<file path="src/rtl/machina_pkg.sv">
// Shared types and saturating arithmetic helpers for the perceptron layer.
package machina_pkg;

   typedef enum logic {
      ACT_STEP,
      ACT_RELU
   } act_t;

   typedef enum logic [2:0] {
      S_IDLE,
      S_FWD,
      S_ACT,
      S_RES,
      S_WAIT_ERR,
      S_BWD,
      S_FBK
   } state_t;

   localparam int WGT_FRAC = 8;
   localparam int UNIT     = 255;

   function automatic logic signed [63:0] clamp_s(input logic signed [63:0] v,
                                                  input logic signed [63:0] lo,
                                                  input logic signed [63:0] hi);
      if (v < lo) return lo;
      if (v > hi) return hi;
      return v;
   endfunction

   // Clamp a wide signed value into the range of a w-bit two's complement number.
   function automatic logic signed [63:0] sat_s(input logic signed [63:0] v, input int w);
      logic signed [63:0] hi;
      hi = (64'sd1 <<< (w - 1)) - 64'sd1;
      return clamp_s(v, -hi - 64'sd1, hi);
   endfunction

endpackage

</file>
<file path="src/rtl/neuron_mac.sv">
// One neuron: weight/bias register file, serial MAC, activation and weight update.
module neuron_mac
   import machina_pkg::*;
#(
   parameter int   ARGN       = 2,
   parameter int   ARG_WIDTH  = 8,
   parameter int   RES_WIDTH  = 8,
   parameter int   WGT_WIDTH  = 16,
   parameter int   ERR_WIDTH  = 16,
   parameter int   RATE_SHIFT = 8,
   parameter int   IDX_W      = 2,
   parameter act_t ACT_SEL    = ACT_STEP
) (
   input  logic                        clk,
   input  logic                        rst,
   input  logic                        clr_i,
   input  logic                        mac_i,
   input  logic                        upd_i,
   input  logic [IDX_W-1:0]            idx_i,
   input  logic [ARG_WIDTH-1:0]        x_i,
   input  logic signed [ERR_WIDTH-1:0] err_i,
   output logic signed [WGT_WIDTH-1:0] wgt_o,
   output logic [RES_WIDTH-1:0]        res_o
);
   localparam int ACC_W  = ARG_WIDTH + WGT_WIDTH + $clog2(ARGN + 1);
   localparam int PROD_W = ARG_WIDTH + WGT_WIDTH + 1;

   logic signed [WGT_WIDTH-1:0] wgt_q [ARGN+1];
   logic signed [WGT_WIDTH-1:0] wgt_d;
   logic signed [ACC_W-1:0]     acc_q, acc_d;
   logic signed [ARG_WIDTH:0]   x_s;
   logic signed [PROD_W-1:0]    prod;
   logic signed [63:0]          upd_sum;

   assign x_s   = $signed({1'b0, x_i});
   assign wgt_o = wgt_q[idx_i];
   assign prod  = wgt_o * x_s;

   always_comb begin
      // NOTE: default first so every path assigns acc_d; a missing branch would infer a latch.
      acc_d = acc_q;
      if (clr_i)      acc_d = '0;
      else if (mac_i) acc_d = acc_q + ACC_W'(prod);
   end

   assign upd_sum = 64'(wgt_o) + ((64'(err_i) * 64'(x_s)) >>> RATE_SHIFT);
   assign wgt_d   = WGT_WIDTH'(sat_s(upd_sum, WGT_WIDTH));

   always_comb begin
      res_o = '0;
      if (ACT_SEL == ACT_RELU)
         res_o = RES_WIDTH'(clamp_s(64'(acc_q) >>> WGT_FRAC, 64'sd0, 64'(UNIT)));
      else if (!acc_q[ACC_W-1] && (acc_q != '0))
         res_o = RES_WIDTH'(UNIT);
   end

   always_ff @(posedge clk or posedge rst) begin
      if (rst) begin
         // NOTE: the weight file is reset explicitly so a reset always yields an untrained neuron; it stays in flops, not RAM.
         for (int i = 0; i <= ARGN; i++) wgt_q[i] <= '0;
         acc_q <= '0;
      end else begin
         // NOTE: non-blocking assignments keep every reader this cycle on the pre-edge weight.
         acc_q <= acc_d;
         if (upd_i) wgt_q[idx_i] <= wgt_d;
      end
   end

endmodule

</file>
<file path="src/rtl/perceptron_layer.sv">
// Layer of RESN perceptrons sharing one argument vector; owns the FSM, handshakes,
// element index and the cross-neuron feedback sum.
module perceptron_layer
   import machina_pkg::*;
#(
   parameter int ARGN       = 2,
   parameter int RESN       = 1,
   parameter int ARG_WIDTH  = 8,
   parameter int RES_WIDTH  = 8,
   parameter int WGT_WIDTH  = 16,
   parameter int ERR_WIDTH  = 16,
   parameter int FBK_WIDTH  = 16,
   parameter int RATE_SHIFT = 8,
   parameter     ACT        = "STEP"
) (
   input  logic                      clk,
   input  logic                      rst,
   input  logic                      en,
   input  logic                      arg_valid,
   output logic                      arg_ready,
   input  logic [ARGN*ARG_WIDTH-1:0] arg_data,
   output logic                      res_valid,
   input  logic                      res_ready,
   output logic [RESN*RES_WIDTH-1:0] res_data,
   input  logic                      err_valid,
   output logic                      err_ready,
   input  logic [RESN*ERR_WIDTH-1:0] err_data,
   output logic                      fbk_valid,
   input  logic                      fbk_ready,
   output logic [ARGN*FBK_WIDTH-1:0] fbk_data
);
   localparam int               IDX_W    = $clog2(ARGN + 1);
   localparam logic [IDX_W-1:0] IDX_LAST = IDX_W'(ARGN);
   localparam act_t             ACT_SEL  = (ACT == "RELU") ? ACT_RELU : ACT_STEP;

   state_t                      state_q, state_d;
   logic [IDX_W-1:0]            idx_q, idx_d;
   logic [ARGN*ARG_WIDTH-1:0]   arg_q;
   logic [RESN*ERR_WIDTH-1:0]   err_q;
   logic [RESN*RES_WIDTH-1:0]   res_q;
   logic [ARGN*FBK_WIDTH-1:0]   fbk_q;
   logic                        clr, mac, upd, arg_ld, err_ld, res_ld, fbk_ld;
   logic                        last;
   logic [ARG_WIDTH-1:0]        x_sel;
   logic signed [WGT_WIDTH-1:0] wgt_rd [RESN];
   logic [RES_WIDTH-1:0]        res_w  [RESN];
   logic signed [63:0]          fbk_sum;
   logic [FBK_WIDTH-1:0]        fbk_new;

   // The element after the last argument is the bias, driven with x = 1.0.
   assign last  = (idx_q == IDX_LAST);
   assign x_sel = last ? {ARG_WIDTH{1'b1}} : arg_q[idx_q*ARG_WIDTH +: ARG_WIDTH];

   for (genvar g = 0; g < RESN; g++) begin : g_neuron
      neuron_mac #(
         .ARGN      (ARGN),
         .ARG_WIDTH (ARG_WIDTH),
         .RES_WIDTH (RES_WIDTH),
         .WGT_WIDTH (WGT_WIDTH),
         .ERR_WIDTH (ERR_WIDTH),
         .RATE_SHIFT(RATE_SHIFT),
         .IDX_W     (IDX_W),
         .ACT_SEL   (ACT_SEL)
      ) u_mac (
         .clk  (clk),
         .rst  (rst),
         .clr_i(clr),
         .mac_i(mac),
         .upd_i(upd),
         .idx_i(idx_q),
         .x_i  (x_sel),
         .err_i($signed(err_q[g*ERR_WIDTH +: ERR_WIDTH])),
         .wgt_o(wgt_rd[g]),
         .res_o(res_w[g])
      );
   end

   always_comb begin
      fbk_sum = '0;
      for (int j = 0; j < RESN; j++)
         fbk_sum = fbk_sum + 64'($signed(err_q[j*ERR_WIDTH +: ERR_WIDTH])) * 64'(wgt_rd[j]);
      fbk_new = FBK_WIDTH'(sat_s(fbk_sum >>> WGT_FRAC, FBK_WIDTH));
   end

   always_comb begin
      state_d   = state_q;
      idx_d     = idx_q;
      arg_ready = 1'b0;
      res_valid = 1'b0;
      err_ready = 1'b0;
      fbk_valid = 1'b0;
      clr       = 1'b0;
      mac       = 1'b0;
      upd       = 1'b0;
      arg_ld    = 1'b0;
      err_ld    = 1'b0;
      res_ld    = 1'b0;
      fbk_ld    = 1'b0;
      unique case (state_q)
         S_IDLE: begin
            arg_ready = 1'b1;
            if (arg_valid) begin
               arg_ld  = 1'b1;
               clr     = 1'b1;
               idx_d   = '0;
               state_d = S_FWD;
            end
         end
         S_FWD: begin
            mac = 1'b1;
            if (last) begin
               idx_d   = '0;
               state_d = S_ACT;
            end else begin
               idx_d = idx_q + IDX_W'(1);
            end
         end
         S_ACT: begin
            res_ld  = 1'b1;
            state_d = S_RES;
         end
         S_RES: begin
            res_valid = 1'b1;
            if (res_ready) state_d = en ? S_WAIT_ERR : S_IDLE;
         end
         S_WAIT_ERR: begin
            err_ready = 1'b1;
            if (err_valid) begin
               err_ld  = 1'b1;
               idx_d   = '0;
               state_d = S_BWD;
            end
         end
         S_BWD: begin
            upd    = 1'b1;
            fbk_ld = !last;
            if (last) begin
               idx_d   = '0;
               state_d = S_FBK;
            end else begin
               idx_d = idx_q + IDX_W'(1);
            end
         end
         S_FBK: begin
            fbk_valid = 1'b1;
            if (fbk_ready) state_d = S_IDLE;
         end
         default: state_d = S_IDLE;
      endcase
   end

   always_ff @(posedge clk or posedge rst) begin
      if (rst) begin
         state_q <= S_IDLE;
         idx_q   <= '0;
         arg_q   <= '0;
         err_q   <= '0;
         res_q   <= '0;
         fbk_q   <= '0;
      end else begin
         state_q <= state_d;
         idx_q   <= idx_d;
         if (arg_ld) arg_q <= arg_data;
         if (err_ld) err_q <= err_data;
         if (res_ld)
            for (int j = 0; j < RESN; j++) res_q[j*RES_WIDTH +: RES_WIDTH] <= res_w[j];
         if (fbk_ld) fbk_q[idx_q*FBK_WIDTH +: FBK_WIDTH] <= fbk_new;
      end
   end

   assign res_data = res_q;
   assign fbk_data = fbk_q;

endmodule

</file>
<file path="config.mk">
export PLATFORM = sky130hd
export DESIGN_NAME = perceptron_layer
export DESIGN_NICKNAME = d
export VERILOG_FILES = /design/src/rtl/machina_pkg.sv /design/src/rtl/neuron_mac.sv /design/src/rtl/perceptron_layer.sv
export SDC_FILE = /design/constraint.sdc
export NUM_CORES = 2
export LEC_CHECK = 0
export CORE_MARGIN = 2
export CORE_UTILIZATION = 45
export CTS_CLUSTER_DIAMETER = 50
export CTS_CLUSTER_SIZE = 8
export DETAILED_ROUTE_END_ITERATION = 10
export PLACE_DENSITY = 0.58
export SYNTH_ARGS = -nofsm -noshare
export SYNTH_HDL_FRONTEND = slang
export SYNTH_HIERARCHICAL = 1
export SYNTH_SLANG_ARGS = --single-unit
</file>
<file path="constraint.sdc">
create_clock -name clk -period 21.7 [get_ports clk]
set_input_delay 4.34 -clock clk [delete_from_list [all_inputs] [get_ports clk]]
set_output_delay 4.34 -clock clk [all_outputs]
set_load 0.01 [all_outputs]
</file>
# == After elaboration in Yosys (flattened, before gate mapping) ==
# Index checks and enable logic that the tools add are counted.
# classes
bitwise_logic,1
multipliers,3
order_cmp,6
n_reduce_logical,11
shifts,3
n_eq_ne,13
addsub,4
muxes,49
# ops
operator,count
2-to-1 mux 16 bit,11
2-to-1 mux 26 bit,2
multiplier 16 x 9 -> 25 bit,2
bitwise mux 48 bit,1
negator 6 -> 34 bit,1
"variable shift 16 x 34 -> 32 bit, first input constant",1
indexed part select 16 x 34 -> 32 bit,1
binary-select mux 16 bit (select 2 bit),1
bitwise mux 32 bit,1
demux 16 bit (select 2 bit),1
multiplier 16 x 16 -> 32 bit,1
adder 26 x 25 -> 26 bit,1
nonzero test 26 bit,1
"greater-than comparator 24 x 16 -> 1 bit, second input constant",1
"< comparator 24 x 16 -> 1 bit, second input constant",1
2-to-1 mux 3 bit,7
case mux 3 bit (7 select lines),1
adder 16 x 17 -> 18 bit,1
"greater-than comparator 18 x 16 -> 1 bit, second input constant",1
"< comparator 18 x 16 -> 1 bit, second input constant",1
2-to-1 mux 1 bit,18
2-to-1 mux 8 bit,2
indexed part select 16 x 6 -> 8 bit,1
"inequality test 2 bit, second input constant",6
18 further kinds,25
# totals
elab_cells,100
ff_bits,151
in_bits,39

# == Longest topological paths before layout ==
# depth
depth_word,12
ltp_mapped,35
mapped_depth_nobuf,32

# == Hierarchy ==
# The synthesis kept the hierarchy.
# modules_own_cells
mod,n_inst,area_each_um2,cells_per_inst,seq_area_each_um2
neuron_mac,1,13864.5,1539,1851.8
perceptron_layer,1,13182.6,1352,1926.8

# == Worst setup path after synthesis ==
# Ideal clock, no wire load.
# synth_path
path_kind,reg-to-reg
start,register idx_q[0]
end,register fbk_q[1] (netlist: fbk_data[1])
t_arrival_ns,8.096
required_time_ns,21.579
path_stages_with_launch,28
slack_ns,13.483
n_path_buf,4
path_cell_list,dfrtp_1 -> clkbuf_1 -> buf_1 -> mux2i_1 -> o21ai_1 -> clkbuf_1 -> nand2_1 -> fa_1 -> inv_1 -> fa_1 -> fa_1 -> fa_1 -> fa_1 -> inv_1 -> fa_1 -> inv_1 -> ha_1 -> a21oi_1 -> o221ai_1 -> or3_1 -> o21ai_0 -> a21oi_1 -> xor2_1 -> or3_1 -> nor3_4 -> buf_4 -> o211ai_1 -> a22o_1
# synth_lines
element,line,rtl
from (decl),perceptron_layer.sv:37,"logic [IDX_W-1:0] idx_q, idx_d;"
from (signal assigned),perceptron_layer.sv:162,idx_q <= idx_d;
"to (signal, indexed assignment)",perceptron_layer.sv:167,if (fbk_ld) fbk_q[idx_q*FBK_WIDTH +: FBK_WIDTH] <= fbk_new;
to (decl),perceptron_layer.sv:41,logic [ARGN*FBK_WIDTH-1:0] fbk_q;

# == Final worst setup path ==
# layout_path
start,register idx_q[0]
end,register g_neuron[0].u_mac/wgt_q[10] (netlist bit)
# layout_between
elab_cells_between_ends,23
# layout_lines
element,line,rtl
indexed part select 16 x 6 -> 8 bit or equality test 2 bit (tied branches),"perceptron_layer.sv:52, perceptron_layer.sv:51",
2-to-1 mux 8 bit (*),perceptron_layer.sv:52,assign x_sel = last ? {ARG_WIDTH{1'b1}} : arg_q[idx_q*ARG_WIDTH +: ARG_WIDTH];
net x_sel[2],perceptron_layer.sv:44,logic [ARG_WIDTH-1:0] x_sel;
multiplier 16 x 9 -> 25 bit (*),neuron_mac.sv:46,assign upd_sum = 64'(wgt_o) + ((64'(err_i) * 64'(x_s)) >>> RATE_SHIFT);
adder 16 x 17 -> 18 bit (*),neuron_mac.sv:46,
greater-than comparator 18 x 16 -> 1 bit,machina_pkg.sv:26,if (v > hi) return hi;
2-to-1 mux 1 bit (2 in series),machina_pkg.sv:26,
2-to-1 mux 16 bit,machina_pkg.sv:27,return v;
2-to-1 mux 16 bit (*),machina_pkg.sv:26,
bitwise mux 48 bit (*),neuron_mac.sv:65,if (upd_i) wgt_q[idx_i] <= wgt_d;
"to (signal, indexed assignment)",neuron_mac.sv:65,
to (decl),neuron_mac.sv:28,logic signed [WGT_WIDTH-1:0] wgt_q [ARGN+1];
# The timed path passes the listed nets; every way through them passes the cells marked *. The select of a mux whose other input is x is not followed.
# A chain may end at the register's enable or synchronous reset.

==> impl_summary.log <==
[metrics] sum of negative setup slack: 0 ns
[metrics] headroom to the max-slew limit: 20.2%
[metrics] chip width: 249 um
[metrics] slowest cell delay on critical path: 0.81 ns
[metrics] Min Clock Period, post-route: 9.38 ns
[metrics] Slowest-stage cell, CP: sky130_fd_sc_hd__o31ai_4
[metrics] RSZ-0062 raised after global routing: false
[metrics] Top-Level Pins: 83
[metrics] total gr overflow: 0
[metrics] Core Area: 0.0592 sq mm
[metrics] fraction of the yosys area taken by sequential cells: 14.0%
[metrics] Synth top area share: 36.1%
[metrics] # clock sinks: 151
[metrics] DRT antenna net count: 0
[metrics] number of synthesized flops with an enable pin: 0
[metrics] weighted congestion at the end of routability-driven global placement: 0.865
[metrics] largest net degree at the start of global routing: 75
[metrics] vias in the first global route: 21.8k
[metrics] area growth from synthesis to layout: 8.78%
[metrics] worst setup slack before clock tree synthesis: 12.47 ns
[metrics] number of nets in the synthesized netlist: 3623
[metrics] Final Non-Filler Cells: 3715
[metrics] most common cell after layout, fill and taps aside: sky130_fd_sc_hd__inv_1
[metrics] hold_buf cts: 0
[metrics] count of input and output buffers: 82
[metrics] ratio of final minimum period to clock period: 43.2%
[metrics] most used cells in the layout excluding fill and tap cells: 586 x sky130_fd_sc_hd__inv_1, 488 x sky130_fd_sc_hd__fa_1, 340 x sky130_fd_sc_hd__nand2_1
[metrics] number of antenna violations at the first check in global routing: 1
[metrics] Clock transition at path regs: 0.08 ns
[metrics] max-cap check violation count: 0
[metrics] endpoint class of the critical path: flip-flop
[metrics] critical path arrival: 9.75 ns
[metrics] global-route wire length before repair: 115000 um
[metrics] clk_lat worst skew: 0.51 ns
[metrics] Hold Crit Class: reg -> reg
[metrics] row count: 89
[metrics] Tot GR Track Use: 23.3%
[metrics] DP HPWL: 51800 um
[metrics] Clock Skew: 0.0455 ns
[metrics] Mapped Avg Cell Area: 9.36 sq um
[metrics] top_reg_cell synth: sky130_fd_sc_hd__dfrtp_1
[metrics] Initial Util: 45.7%
[metrics] fin util: 49.7%
[metrics] largest area contributor in the netlist: sky130_fd_sc_hd__fa_1
[metrics] net count reported at finish: 3661
[metrics] level count of the clock H-tree: 4
[metrics] Critical Path RT: 22.08 ns
[metrics] number of buffers created by CTS: 17
[metrics] ys async rst share: 100%
[metrics] maximum buffer depth of the clock tree: 2
[metrics] worst setup margin: 12.32 ns
[metrics] largest cells by area after synthesis: sky130_fd_sc_hd__fa_1 36%, sky130_fd_sc_hd__dfrtp_1 14%, sky130_fd_sc_hd__ha_1 9.5%
[metrics] routed length per instance: 18.5 um
[metrics] number of design-rule violations left by the first detailed-router iteration: 1010
[metrics] Yosys warning count: 6
[metrics] number of setup violations in the final report: 0
[metrics] overall die area: 0.0621 sq mm
[metrics] Least-Margin Pin Slew: 1.19 ns
[metrics] post-CTS setup repair buffer count: 0
[metrics] outcome: complete, no violations
[metrics] cell area after synthesis: 0.0270 sq mm
[metrics] DP Cell Count: 3683
[metrics] Final Hold Violating Endpoints: 0
[metrics] Via-to-Cell Ratio: 5.32
[metrics] post-cts repair resize count: 0
[metrics] Root Driver: sky130_fd_sc_hd__clkbuf_16
[metrics] post-synthesis cell count: 2891
[metrics] CP Launch Type: flip-flop
[metrics] TritonCTS clock tree: yes
[metrics] post-synthesis cell type count: 88
[metrics] layout cell share with drive strength beyond 1: 6.66%
[metrics] Max Fanout on Critical Path: 33
[metrics] Diodes inserted: 0
[metrics] post-route DRC violation count: 0
[metrics] routed wire length: 68800 um
[metrics] number of max-slew violations in the final report: 0
[metrics] number of register bits inferred by synthesis: 151
[metrics] Max Fclk: 0.107 GHz
[metrics] vertical extent of the die: 249 um
[metrics] drt pass-1 iters: 6
[metrics] WS Path Type: reg -> reg
[metrics] vias: 19.7k
==> per-stage QoR <==
| stage | hold slack [ns] | area, sq um |
|---|---|---|
| final | 0.486 | 29400 |
| after global routing | 0.514 | 29400 |
| after CTS | 0.490 | 29400 |
| after detailed placement | 0.469 | 28800 |
| after global placement | 0.464 | 28800 |
| after floorplan | 0.449 | 27000 |
==> final timing paths <==
kind                                                           end                                    start  cells past startpoint  slack [ns]
setup / recovery           g_neuron[0].u_mac/wgt_q[10]$_DFFE_PP0P_                     idx_q[0]$_DFFE_PP0P_                     34       12.32
hold reg to reg            g_neuron[0].u_mac/wgt_q[36]$_DFFE_PP0P_  g_neuron[0].u_mac/wgt_q[36]$_DFFE_PP0P_                      2        0.49
hold / removal             g_neuron[0].u_mac/wgt_q[36]$_DFFE_PP0P_  g_neuron[0].u_mac/wgt_q[36]$_DFFE_PP0P_                      2        0.49
max in group asynchronous                  fbk_data[4]$_DFFE_PP0P_                                      rst                      3       16.28
setup reg to reg           g_neuron[0].u_mac/wgt_q[10]$_DFFE_PP0P_                     idx_q[0]$_DFFE_PP0P_                     34       12.32
min in group asynchronous                     arg_q[8]$_DFFE_PP0P_                                      rst                      2        4.25
==> synthesized netlist by cell type, types with 8 or more instances <==
master / count
sky130_fd_sc_hd__a21oi_1: 90
sky130_fd_sc_hd__nor2_1: 87
sky130_fd_sc_hd__nor4_1: 10
sky130_fd_sc_hd__o21ai_0: 48
sky130_fd_sc_hd__buf_4: 12
sky130_fd_sc_hd__nand3_1: 17
sky130_fd_sc_hd__inv_1: 588
sky130_fd_sc_hd__a22o_1: 33
sky130_fd_sc_hd__o21a_1: 11
sky130_fd_sc_hd__and3_1: 12
sky130_fd_sc_hd__xnor2_1: 55
sky130_fd_sc_hd__a21o_1: 21
sky130_fd_sc_hd__dfrtp_1: 151
sky130_fd_sc_hd__clkbuf_1: 83
sky130_fd_sc_hd__mux2i_1: 37
sky130_fd_sc_hd__o211ai_2: 20
sky130_fd_sc_hd__nand2b_1: 20
sky130_fd_sc_hd__o21ai_1: 30
sky130_fd_sc_hd__nor3_1: 20
sky130_fd_sc_hd__a211oi_1: 8
sky130_fd_sc_hd__fa_1: 488
sky130_fd_sc_hd__nand2_1: 340
sky130_fd_sc_hd__o211ai_1: 33
sky130_fd_sc_hd__xor2_1: 24
sky130_fd_sc_hd__and2_1: 269
sky130_fd_sc_hd__nor2b_1: 13
sky130_fd_sc_hd__mux2_2: 43
sky130_fd_sc_hd__ha_1: 205
==> state kept, by name, summed over array words and instances (netlist names) <==
register	cells
err_q	16
arg_q	16
idx_q	2
fbk_data	32
state_q	3
g_neuron.u_mac/acc_q	26
g_neuron.u_mac/wgt_q	48
res_data	8
==> critical path, delay by kind of cell, from the launching register on <==
kind / cells / cell delay (ns)
AOI/OAI and AO/OA: 11 / 2.75
xor gates and xnor gates: 1 / 0.14
adders and majority gates: 6 / 2.54
buffers and inverters: 6 / 1.30
DFF: 1 / 0.33
and+or+nand+nor: 10 / 2.14
==> cell type report <==
| cell class | count | area, sq um |
|---|---|---|
| clock buffers | 17 | 425 |
| clock inverters | 15 | 203 |
| fillers | 5604 | 29800 |
| inverters | 588 | 2210 |
| multi-input cells | 2043 | 20700 |
| flip-flops and latches | 151 | 3780 |
| well taps | 773 | 967 |
| repair buffers | 128 | 1170 |
==> logic make-up after synthesis <==
| kind of cell | share of synthesized area, % |
|---|---|
| adder cells (fa/ha/maj) | 45.6 |
| AO/OA/AOI/OAI | 9.22 |
| AND/OR/NAND/NOR | 15.5 |
| multiplexers | 3.16 |
| flip-flops | 14.0 |
| XOR/XNOR | 2.62 |
| buffers and inverters | 9.95 |
==> per-layer routing <==
| metal | global-route usage [%] | routed length [um] |
|---|---|---|
| met1 | 30.6 | 31000 |
| met2 | 39.8 | 33800 |
| met3 | 2.80 | 2000 |
| met4 | 8.23 | 2080 |
| met5 | 0 | 0 |
Power is not shown: default switching activity piles up to over one toggle a cycle in this logic, so the estimate is an artifact.
